**config.mk**
```make
export PLATFORM = sky130hd
export DESIGN_NAME = imem_loader_flat
export DESIGN_NICKNAME = d
export VERILOG_FILES = /design/src/rtl/imem_loader_if.sv /design/src/rtl/imem_loader.sv /design/src/flat_wrapper.sv
export SDC_FILE = /design/constraint.sdc
export NUM_CORES = 1
export LEC_CHECK = 0
export CAP_MARGIN = 40
export CELL_PAD_IN_SITES_DETAIL_PLACEMENT = 0
export CELL_PAD_IN_SITES_GLOBAL_PLACEMENT = 2
export CORE_UTILIZATION = 27
export DETAILED_ROUTE_END_ITERATION = 8
export PLACE_DENSITY_LB_ADDON = 0.2
export SYNTH_ARGS = -nofsm -noshare
export SYNTH_HDL_FRONTEND = slang
export SYNTH_SLANG_ARGS = --single-unit
```
**constraint.sdc**
```tcl
create_clock -name i_clk -period 2.15 [get_ports i_clk]
set_input_delay 0.215 -clock i_clk [delete_from_list [all_inputs] [get_ports i_clk]]
set_output_delay 0.215 -clock i_clk [all_outputs]
set_load 0.005 [all_outputs]
```
**src/rtl/imem_loader_if.sv**
```systemverilog
// imem_loader_if: bundles the loader byte stream, core fetch PC and instruction-memory port.
// The slave side is the loader/arbiter; the master side is the surrounding system.
interface imem_loader_if #(
    parameter int ADDR_W = 32
);
    logic              i_load_start;
    logic [15:0]       i_load_len;
    logic [7:0]        i_byte;
    logic              i_byte_valid;
    logic              o_byte_ready;
    logic [ADDR_W-1:0] i_pc;
    logic [ADDR_W-1:0] o_mem_addr;
    logic [31:0]       o_mem_wdata;
    logic              o_mem_we;
    logic              o_cpu_stall;
    logic              o_load_done;
    logic              o_load_err;

    modport master (
        output i_load_start, i_load_len, i_byte, i_byte_valid, i_pc,
        input  o_byte_ready, o_mem_addr, o_mem_wdata, o_mem_we,
               o_cpu_stall, o_load_done, o_load_err
    );

    modport slave (
        input  i_load_start, i_load_len, i_byte, i_byte_valid, i_pc,
        output o_byte_ready, o_mem_addr, o_mem_wdata, o_mem_we,
               o_cpu_stall, o_load_done, o_load_err
    );
endinterface

```
**src/rtl/imem_loader.sv**
```systemverilog
// imem_loader: packs a byte stream into little-endian words, writes them to instruction memory
// while stalling the core. Define IMEM_LOAD_CKSUM_EN to require a trailing 8-bit checksum byte.
module imem_loader #(
    parameter int                ADDR_W    = 32,
    parameter logic [ADDR_W-1:0] BASE_ADDR = '0,
    parameter int                MAX_WORDS = 1024
) (
    input  logic         i_clk,
    input  logic         i_rst_n,
    imem_loader_if.slave bus
);

    localparam logic [31:0] MAX_WORDS_W = 32'(MAX_WORDS);

    typedef enum logic [2:0] {
        IDLE,
        COLLECT,
        WRITE,
        CHECK,
        DONE
    } state_t;

    state_t            state, state_next;
    logic [15:0]       len_q;
    logic [15:0]       word_cnt;
    logic [1:0]        byte_cnt;
    logic [31:0]       word_buf;
    logic [ADDR_W-1:0] wr_addr;
    logic              rej_err_q;

`ifdef IMEM_LOAD_CKSUM_EN
    logic [7:0]        sum_q;
    logic              cksum_bad_q;
`endif

    logic              byte_ready;
    logic              cpu_stall;
    logic              mem_we;
    logic [31:0]       mem_wdata;
    logic              load_done;
    logic              load_err;
    logic              accept;
    logic              len_ok;
    logic              last_word;

    assign accept    = bus.i_byte_valid & byte_ready;
    assign len_ok    = (bus.i_load_len != 16'd0) && ({16'd0, bus.i_load_len} <= MAX_WORDS_W);
    assign last_word = (word_cnt == (len_q - 16'd1));

    always_ff @(posedge i_clk or negedge i_rst_n) begin
        if (!i_rst_n) begin
            state <= IDLE;
        end else begin
            state <= state_next;
        end
    end

    always_comb begin
        state_next = state;
        case (state)
            IDLE:    if (bus.i_load_start && len_ok) state_next = COLLECT;
            COLLECT: if (accept && (byte_cnt == 2'd3)) state_next = WRITE;
`ifdef IMEM_LOAD_CKSUM_EN
            WRITE:   state_next = last_word ? CHECK : COLLECT;
            CHECK:   if (accept) state_next = DONE;
`else
            WRITE:   state_next = last_word ? DONE : COLLECT;
`endif
            DONE:    state_next = IDLE;
            default: state_next = IDLE;
        endcase
    end

    // A rejected request reports its error from IDLE on the following cycle.
    always_comb begin
        byte_ready = 1'b0;
        cpu_stall  = 1'b0;
        mem_we     = 1'b0;
        mem_wdata  = 32'd0;
        load_done  = 1'b0;
        load_err   = rej_err_q;
        case (state)
            COLLECT: begin
                cpu_stall  = 1'b1;
                byte_ready = 1'b1;
            end
            WRITE: begin
                cpu_stall = 1'b1;
                mem_we    = 1'b1;
                mem_wdata = word_buf;
            end
`ifdef IMEM_LOAD_CKSUM_EN
            CHECK: begin
                cpu_stall  = 1'b1;
                byte_ready = 1'b1;
            end
            DONE: begin
                cpu_stall = 1'b1;
                load_done = 1'b1;
                load_err  = rej_err_q | cksum_bad_q;
            end
`else
            DONE: begin
                cpu_stall = 1'b1;
                load_done = 1'b1;
            end
`endif
            default: ;
        endcase
    end

    always_ff @(posedge i_clk or negedge i_rst_n) begin
        if (!i_rst_n) begin
            len_q       <= 16'd0;
            word_cnt    <= 16'd0;
            byte_cnt    <= 2'd0;
            word_buf    <= 32'd0;
            wr_addr     <= BASE_ADDR;
            rej_err_q   <= 1'b0;
`ifdef IMEM_LOAD_CKSUM_EN
            sum_q       <= 8'd0;
            cksum_bad_q <= 1'b0;
`endif
        end else begin
            rej_err_q <= (state == IDLE) && bus.i_load_start && !len_ok;
            if ((state == IDLE) && bus.i_load_start && len_ok) begin
                len_q       <= bus.i_load_len;
                wr_addr     <= BASE_ADDR;
                byte_cnt    <= 2'd0;
                word_cnt    <= 16'd0;
`ifdef IMEM_LOAD_CKSUM_EN
                sum_q       <= 8'd0;
                cksum_bad_q <= 1'b0;
`endif
            end
            if ((state == COLLECT) && accept) begin
                word_buf[{byte_cnt, 3'b000} +: 8] <= bus.i_byte;
                byte_cnt <= byte_cnt + 2'd1;
`ifdef IMEM_LOAD_CKSUM_EN
                sum_q    <= sum_q + bus.i_byte;
`endif
            end
            if (state == WRITE) begin
                wr_addr  <= wr_addr + ADDR_W'(4);
                word_cnt <= word_cnt + 16'd1;
            end
`ifdef IMEM_LOAD_CKSUM_EN
            if ((state == CHECK) && accept) begin
                cksum_bad_q <= (bus.i_byte != sum_q);
            end
`endif
        end
    end

    assign bus.o_byte_ready = byte_ready;
    assign bus.o_cpu_stall  = cpu_stall;
    assign bus.o_mem_we     = mem_we;
    assign bus.o_mem_wdata  = mem_wdata;
    assign bus.o_load_done  = load_done;
    assign bus.o_load_err   = load_err;
    assign bus.o_mem_addr   = cpu_stall ? wr_addr : bus.i_pc;

endmodule

```
**src/flat_wrapper.sv**
```systemverilog
// flat-port wrapper written by rule: the top's interface ports become plain ports
module imem_loader_flat 
#(
    parameter int                ADDR_W    = 32,
    parameter logic [ADDR_W-1:0] BASE_ADDR = '0,
    parameter int                MAX_WORDS = 1024
)
  (i_clk, i_rst_n, bus_i_load_start, bus_i_load_len, bus_i_byte, bus_i_byte_valid, bus_i_pc, bus_o_byte_ready, bus_o_mem_addr, bus_o_mem_wdata, bus_o_mem_we, bus_o_cpu_stall, bus_o_load_done, bus_o_load_err);
  imem_loader_if #(.ADDR_W(ADDR_W)) bus_i ();
  input  logic i_clk;
  input  logic i_rst_n;
  input wire logic [$bits(bus_i.i_load_start)-1:0] bus_i_load_start;
  input wire logic [$bits(bus_i.i_load_len)-1:0] bus_i_load_len;
  input wire logic [$bits(bus_i.i_byte)-1:0] bus_i_byte;
  input wire logic [$bits(bus_i.i_byte_valid)-1:0] bus_i_byte_valid;
  input wire logic [$bits(bus_i.i_pc)-1:0] bus_i_pc;
  output wire logic [$bits(bus_i.o_byte_ready)-1:0] bus_o_byte_ready;
  output wire logic [$bits(bus_i.o_mem_addr)-1:0] bus_o_mem_addr;
  output wire logic [$bits(bus_i.o_mem_wdata)-1:0] bus_o_mem_wdata;
  output wire logic [$bits(bus_i.o_mem_we)-1:0] bus_o_mem_we;
  output wire logic [$bits(bus_i.o_cpu_stall)-1:0] bus_o_cpu_stall;
  output wire logic [$bits(bus_i.o_load_done)-1:0] bus_o_load_done;
  output wire logic [$bits(bus_i.o_load_err)-1:0] bus_o_load_err;
  assign bus_i.i_load_start = bus_i_load_start;
  assign bus_i.i_load_len = bus_i_load_len;
  assign bus_i.i_byte = bus_i_byte;
  assign bus_i.i_byte_valid = bus_i_byte_valid;
  assign bus_i.i_pc = bus_i_pc;
  assign bus_o_byte_ready = bus_i.o_byte_ready;
  assign bus_o_mem_addr = bus_i.o_mem_addr;
  assign bus_o_mem_wdata = bus_i.o_mem_wdata;
  assign bus_o_mem_we = bus_i.o_mem_we;
  assign bus_o_cpu_stall = bus_i.o_cpu_stall;
  assign bus_o_load_done = bus_i.o_load_done;
  assign bus_o_load_err = bus_i.o_load_err;
  imem_loader #(.ADDR_W(ADDR_W), .BASE_ADDR(BASE_ADDR), .MAX_WORDS(MAX_WORDS)) u_core (.i_clk(i_clk), .i_rst_n(i_rst_n), .bus(bus_i));
endmodule
```
==> qor.log, run 1 <==
[timing] final worst path period share 1.08
[global_routing] number of global-route vias before repair 5,246
[global_routing] overflow left after global routing 0
[yosys] largest cells by area after synthesis dfrtp_1, nand2_1, o21ai_0, mux2_2, and2_1
[timing] RSZ-0062 raised after global routing true
[global_routing] wire length of the first global-routing pass 28.2 mm
[route] post-route antenna net violation count 0
[finish] number of nets in the layout 905
[setup_path] count of cells along the worst register-to-register path 8
[job] total of max-cap violations 0
[timing] shortest period the worst path allows 2320 ps
[power] cell-internal power 5.91 mW
[setup_path] destination of the worst register-to-register timing path u_core.wr_addr[28]$_DFFE_PN0P_
[setup_path] Required @ worst endpoint 1930 ps
[finish] number of diodes added for antenna fixing 0
[setup_path] startpoint kind of the worst setup timing path register
[yosys] fraction of the yosys area taken by sequential cells 0.452
[route] Via-to-Cell Ratio 4.68
[global_routing] antenna violations before repair 0
[clock_network] root cell of the clock tree clkbuf_16
[timing] Final Hold Vio Count 0
[route] number of design rule violations left after detail routing 0
[place] pre-CTS setup slack -165 ps
[floorplanning] I/O pin count 129
[global_routing] gr usage total 0.169
[timing] worst-case clock skew 8.45 ps
[route] Starting DRT DRC Count 181
[outcome] violations in the final reports setup timing
[timing] final-report setup violation count 36
[route] total detailed-routing wirelength 17.4 mm
[floorplanning] total core area 19,800 um2
[global_routing] largest net degree at the start of global routing 57
[clock_network] TritonCTS clock tree built
[setup_path] reg2reg start u_core.state[0]$_DFFE_PN0P_
[floorplanning] height of the die 145 um
[clock_network] Reg clk slew, reported paths 70 ps
[floorplanning] row cnt 51
[outcome] outcome finished, violations left
[setup_path] setup slack on the worst flop-to-flop path -160 ps
[power] total leakage power 3.83 nW
[setup_path] type of the worst setup path reg2out
[power] part of the total power dissipated in sequential elements 0.336
[finish] fraction of layout cells with a size suffix above 1 0.246
[yosys] Cell variety after synth 51
[floorplanning] Die Wd 145 um
[yosys] fraction of registers with async set or reset after synthesis 1.00
[yosys] number of enable-type register cells in the synthesized netlist 0
[floorplanning] die area 21,100 um2
[power] Clk pwr share 0.181
[setup_path] Arrival @ worst endpoint 2110 ps
[route] Vias 5,182
[clock_network] clk_lat worst skew 360 ps
[yosys] number of instances in the synthesized netlist 629
[yosys] cell area after synthesis 5530 um2
[clock_network] number of buffers on the longest clock path 2
[place] post-detailed-placement half-perimeter wirelength 12.3 mm
[power] Sw Share 0.363
[timing] transition time at the pin with the least slew margin 441 ps
[yosys] post-synthesis cell type with the largest combined area dfrtp_1
[yosys] Synth Area per Inst 8.80 um2
[yosys] Syn. warnings 0
[yosys] leading register cell type out of synthesis dfrtp_1
[yosys] net count of the mapped netlist 697
[place] RD Place Congestion 0.808
[clock_network] total number of H-tree levels 3
[clock_network] number of CTS-inserted buffers 9
[timing] number of pins with negative max-slew slack in the final report 0
[power] combinational share of power 0.483
[yosys] most frequently used cell type in the post-synthesis netlist nand2_1
[power] net load switching power 3.37 mW
[finish] relative area change from synthesis to final layout 51.4%
[finish] final standard cell utilization of the core 0.424
[setup_path] Worst setup EP type primary output
[timing] max-slew headroom at the worst pin 0.706
[min_path] class of the worst hold path in2async
[floorplanning] Initial Utilization 0.280
[place] Port Buffer Count 128
[clock_network] # clock sinks 100
[power] Peak supply drop 0.463 mV
[power] total power divided by cell area 1110 nW/um2
[yosys] most frequent cells after synthesis nand2_1, dfrtp_1, o21ai_0, and2_1, nand3_1
[timing] Highest Clock Rate 431 MHz
[route] wire per inst 15.7 um
[route] First-pass DRT Iterations 4
[setup_path] largest fanout on the critical path 12
[yosys] share of the synthesized area in the top cell type 0.452
[yosys] register bit count reported by yosys 100
[timing] worst setup margin -170 ps
metal layers:
metal	global-route usage	vias to the layer above	part of all wire
met5	0	-	0
met4	0.0374	0	0.0082
met1	0.214	2464	0.45
met2	0.285	112	0.49
li1	-	2597	-
met3	0.0481	9	0.051
critical path: stages (launching register included):
cell and delay (ps):
dfrtp_2 430, or3b_4 430, clkinv_4 110, buf_12 130
and2_1 150, clkdlybuf4s50_1 500
layout by cell type (no fill, tap or decap), types with 7 or more instances in the layout:
cell,n
nand2_1,130
dfrtp_1,99
buf_4,74
o21ai_0,69
clkdlybuf4s50_1,62
and2_1,41
nand3_1,34
dlygate4sd2_1,32
nor2_1,26
buf_6,26
mux2_4,24
inv_1,15
xor2_1,14
buf_2,14
xnor2_1,12
nand4_1,11
a21oi_1,11
a31oi_1,11
clkbuf_16,10
nor3_1,9
buf_12,9
ha_1,7
registers in the layout, indices dropped and copies added, names as in the netlist:
| register | count |
|---|---|
| u_core.word_cnt | 16 |
| u_core.byte_cnt | 2 |
| u_core.len_q | 16 |
| u_core.state | 3 |
| u_core.wr_addr | 30 |
| u_core.word_buf | 32 |
| u_core.bus.o_load_err | 1 |
stage by stage:
step                area, um2  total power [mW]  std cells  TNS [ps]  hold WS [ps]
floorplan                5530              5.03        629         0         -80.6
global placement         7660              6.78       1067     -3290           146
detailed placement       7660              6.86       1067     -4200           144
CTS                      8220              9.28       1098     -4270           368
global route             8380              9.97       1107     -6230           394
finish                   8380              9.29       1107     -3930           331
cell families (layout without fill, tap and decap cells):
| logic type | count (synthesis) | in the layout | synth area share |
|---|---|---|---|
| AO/OA/AOI/OAI | 118 | 118 | 0.123 |
| XOR/XNOR | 29 | 29 | 0.0459 |
| adder cells (fa/ha/maj) | 8 | 8 | 0.0181 |
| buffers and inverters | 42 | 255 | 0.0305 |
| flip-flops | 100 | 100 | 0.452 |
| multiplexers | 29 | 29 | 0.0588 |
| AND/OR/NAND/NOR | 303 | 303 | 0.272 |
power by group through the flow:
stage	Clock, mW	Sequential, mW	Combinational [mW]
detailed placement	0	3.13	3.73
CTS	1.73	3.12	4.43
global placement	0	3.11	3.67
floorplan	0	2.96	2.07
global route	1.80	3.24	4.93
finish	1.68	3.12	4.48
worst max path at each step:
| stage | depth (start not counted) | slack (ps) | endpoint | startpoint |
|---|---|---|---|---|
| 2_1_floorplan | 6 | 40 | u_core.state[0]$_DFFE_PN0P_ | u_core.len_q[4]$_DFFE_PN0P_ |
| 5_1_grt | 7 | -230 | u_core.wr_addr[30]$_DFFE_PN0P_ | u_core.state[0]$_DFFE_PN0P_ |
| 4_1_cts | 10 | -230 | bus_o_mem_addr[3] | u_core.state[1]$_DFFE_PN0P_ |
| 3_3_place_gp | 8 | -140 | u_core.wr_addr[23]$_DFFE_PN0P_ | bus_i_load_len[6] |
| 6_report | 5 | -170 | bus_o_mem_wdata[22] | u_core.state[0]$_DFFE_PN0P_ |
| 3_5_place_dp | 7 | -170 | u_core.word_cnt[9]$_DFFE_PN0P_ | bus_i_load_len[2] |
cell type report:
cell class | instances | area [um2]
fill | 2010 | 11400
multi-input combinational | 487 | 3100
sequential | 100 | 2500
timing repair buffer | 223 | 2080
tap | 265 | 332
clock buffer | 10 | 229
clock inverter | 6 | 68.8
inverter | 16 | 65.1
repair_timing:
action	CTS	global route
hold buffers	1	0
gates resized for setup	214	31
endpoints found under the setup margin	70	50
gates cloned	2	1
endpoints found under the hold margin	21	0
pin swaps	5	19
buffers inserted	12	10
Power figures use the tool's default switching activity.
==> run 2: changes to the inputs <==
GPL_TIMING_DRIVEN = 0   (was default)
SETUP_SLACK_MARGIN = 0.5   (was default)
==> run 2 against run 1 <==
  * The flow still finishes with violations (setup timing)
  * Highest routed layer unchanged
  * Via count increased by 8.8%
  * Count of clock-buffer cells in the layout up 1
  * Worst setup slack worse by 23 ps
  * Largest power group unchanged
  * Clock skew fell by 0.91 ps
  * Critical endpoint is now bus_o_mem_addr[30]
  * Maximum frequency shrank 0.99%
  * Design area up 23%
  * Largest cell class unchanged
==> qor.log, run 2 (same netlist as run 1, synthesis figures left out) <==
[power] total power after layout 11.2 mW [+21%]
[finish] final standard cell utilization of the core 0.521 [+0.0978]
[finish] total area of multi-input combinational cells 3770 um2 [+21%]
[outcome] violations in the final reports setup timing
[global_routing] largest net degree at the start of global routing 61 [+7.0%]
[min_path] class of the worst hold path in2reg
[finish] fill cell count 1,837 [-8.6%]
[clock_network] # clock sinks 100 [unchanged]
[setup_path] cells along the critical path xnor2_1 > nor2_1 > nor2_4 > buf_6 > buf_6 > buf_6 > buf_6 > mux2_4 > buf_6
[route] total detailed-routing wirelength 19.9 mm [+15%]
[place] number of instances in the placed design 1,024 [-4.0%]
[finish] leading cell type in the layout, fill and taps excluded buf_6
[setup_path] Worst setup EP type primary output
[timing] RSZ-0062 raised after global routing true
[clock_network] total number of H-tree levels 3 [unchanged]
[setup_path] startpoint kind of the worst setup timing path register
[timing] transition time at the pin with the least slew margin 841 ps [+401 ps]
[setup_path] type of the worst setup path reg2out
[finish] number of nets in the layout 976 [+7.8%]
[power] total leakage power 4.60 nW [+20%]
[clock_network] TritonCTS clock tree built
[global_routing] gr usage total 0.183 [+0.0137]
[finish] fraction of layout cells with a size suffix above 1 0.479 [+0.233]
[clock_network] Reg clk slew, reported paths 70 ps [about the same]
[place] post-detailed-placement half-perimeter wirelength 12.4 mm [+1.1%]
[setup_path] total buffers and inverters traversed by the critical path 5 [+2]
[finish] registers with the most flip-flops u_core.word_buf x32, u_core.wr_addr x30
[clock_network] number of buffers on the longest clock path 2 [unchanged]
[finish] commonest non-fill, non-tap cells in the layout buf_6, nand2_1, dfrtp_1
[place] RD Place Congestion 0.800 [-1.1%]
[finish] post-route cell area 10,300 um2 [+23%]
[route] Via-to-Cell Ratio 4.79 [+2.2%]
[setup_path] cell type with the highest occurrence count on the critical path buf_6
[clock_network] root cell of the clock tree clkbuf_16
[timing] worst-case clock skew 7.54 ps [-0.908 ps]
[floorplanning] row cnt 51 [unchanged]
[finish] max FFs per register 32 [unchanged]
[job] total of max-cap violations 0 [unchanged]
[setup_path] Required @ worst endpoint 1930 ps [about the same]
[clock_network] number of CTS-inserted buffers 9 [unchanged]
[setup_path] kind of cell adding the most delay to the critical path buffers and inverters
[route] number of design rule violations left after detail routing 0 [unchanged]
[place] pre-CTS setup slack -532 ps [-367 ps]
[floorplanning] total core area 19,800 um2 [unchanged]
[timing] max-slew headroom at the worst pin 0.439 [-0.267]
[global_routing] wire length of the first global-routing pass 30.5 mm [+8.1%]
[timing] shortest period the worst path allows 2340 ps [+23.2 ps]
[outcome] outcome finished, violations left
[route] Vias 5,638 [+8.8%]
[finish] storage element area 2520 um2 [+0.55%]
[global_routing] overflow left after global routing 0 [unchanged]
[route] First-pass DRT Iterations 5 [+1]
[timing] Final Hold Vio Count 0 [unchanged]
[timing] number of pins with negative max-slew slack in the final report 0 [unchanged]
[finish] relative area change from synthesis to final layout 86.4%
[setup_path] Crit-path slowest cell dfrtp_2
[setup_path] largest stage delay on the critical path 440 ps [-60 ps]
[floorplanning] Initial Utilization 0.280 [unchanged]
[timing] worst setup margin -193 ps [-23.2 ps]
[setup_path] Arrival @ worst endpoint 2130 ps [+20 ps]
[floorplanning] I/O pin count 129 [unchanged]
[timing] final worst path period share 1.09 [+0.0108]
[place] Port Buffer Count 128 [unchanged]
[timing] final worst hold slack 114 ps [-217 ps]
[place] Cell Area, Placed 7290 um2 [-4.8%]
[floorplanning] Die Wd 145 um [unchanged]
[setup_path] largest fanout on the critical path 5 [-7]
[global_routing] number of global-route vias before repair 5,682 [+8.3%]
[route] post-route antenna net violation count 0 [unchanged]
[timing] Highest Clock Rate 427 MHz [-0.99%]
[power] total power divided by cell area 1090 nW/um2 [-2.1%]
[clock_network] clk_lat worst skew 350 ps [about the same]
[global_routing] antenna violations before repair 0 [unchanged]
[route] Starting DRT DRC Count 235 [+30%]
[route] wire per inst 16.9 um [+7.8%]
[finish] number of diodes added for antenna fixing 0 [unchanged]
[finish] Biggest register u_core.word_buf
[timing] final-report setup violation count 68 [+89%]
[floorplanning] height of the die 145 um [unchanged]
[timing] Setup TNS -4980 ps [-1050 ps]
[floorplanning] die area 21,100 um2 [unchanged]
[finish] Non-Filler Instances 1,178 [+6.4%]
[power] Peak supply drop 0.594 mV [+28%]
## run 2: cell count changes in the layout (fill, tap and decap cells not counted), sizes merged
cell           change
clkinv             +1
dlymetal6s2s       +4
dlygate4sd2       -27
clkbuf            +14
clkdlybuf4s50     -14
buf               +92
inv                -3
clkinvlp           +1
clkdlybuf4s15      +2
nor2               +1
## run 2: worst reg2reg max path, delay by kind of cell (launching register included)
kind | cells | cell delay [ps]
flops | 1 | 440
compound gates | 1 | 60
simple gates | 5 | 1410
buf+inv | 2 | 240
## run 2: metal layers
| layer | GRT usage | vias to the layer above | part of all wire | wire length [um] |
|---|---|---|---|---|
| met4 | 0.0458 | 0 | 0.013 | 256 |
| li1 | - | 2745 | - | - |
| met3 | 0.0393 | 11 | 0.034 | 683 |
| met1 | 0.233 | 2786 | 0.44 | 8880 |
| met2 | 0.313 | 96 | 0.51 | 10100 |
| met5 | 0 | - | 0 | 0 |
## run 2: final cells by class
| cell class | count | area share |
|---|---|---|
| sequential | 100 | 0.244 |
| clock inverter | 5 | 0.00582 |
| clock buffer | 11 | 0.0235 |
| tap | 265 | 0.0322 |
| multi-input combinational | 488 | 0.366 |
| inverter | 16 | 0.00740 |
| timing repair buffer | 267 | 0.282 |
| buffer | 26 | 0.0394 |
## run 2: final timing paths
| check | from | end | slack [ps] | cells after the start |
|---|---|---|---|---|
| setup / recovery | u_core.state[0]$_DFFE_PN0P_ | bus_o_mem_addr[30] | -190 | 9 |
| hold / removal | bus_i_load_len[6] | u_core.len_q[6]$_DFFE_PN0P_ | 110 | 3 |
| setup reg to reg | u_core.state[0]$_DFFE_PN0P_ | u_core.wr_addr[30]$_DFFE_PN0P_ | -120 | 8 |
| hold reg to reg | u_core.wr_addr[31]$_DFFE_PN0P_ | u_core.wr_addr[31]$_DFFE_PN0P_ | 480 | 1 |
| max in group asynchronous | i_rst_n | u_core.wr_addr[9]$_DFFE_PN0P_ | 910 | 3 |
| min in group asynchronous | i_rst_n | u_core.len_q[8]$_DFFE_PN0P_ | 520 | 2 |
## run 2: repair_timing
action / CTS / global route
pin swaps: 80 / 68
cloned: 7 / 7
endpoints found under the setup margin: 167 / 166
setup buffers: 72 / 51
endpoints found under the hold margin: 22 / 0
hold buffers: 1 / 0
resized for setup: 546 / 235
## run 2: report_power, final
group / total (mW) / internal (mW) / switching, mW / leakage [nW]
Sequential: 3.23 / 2.52 / 0.716 / 1.21
Clock: 1.72 / 0.941 / 0.776 / 0.146
Combinational: 6.25 / 3.63 / 2.62 / 3.24
Total: 11.2 / 7.09 / 4.11 / 4.60
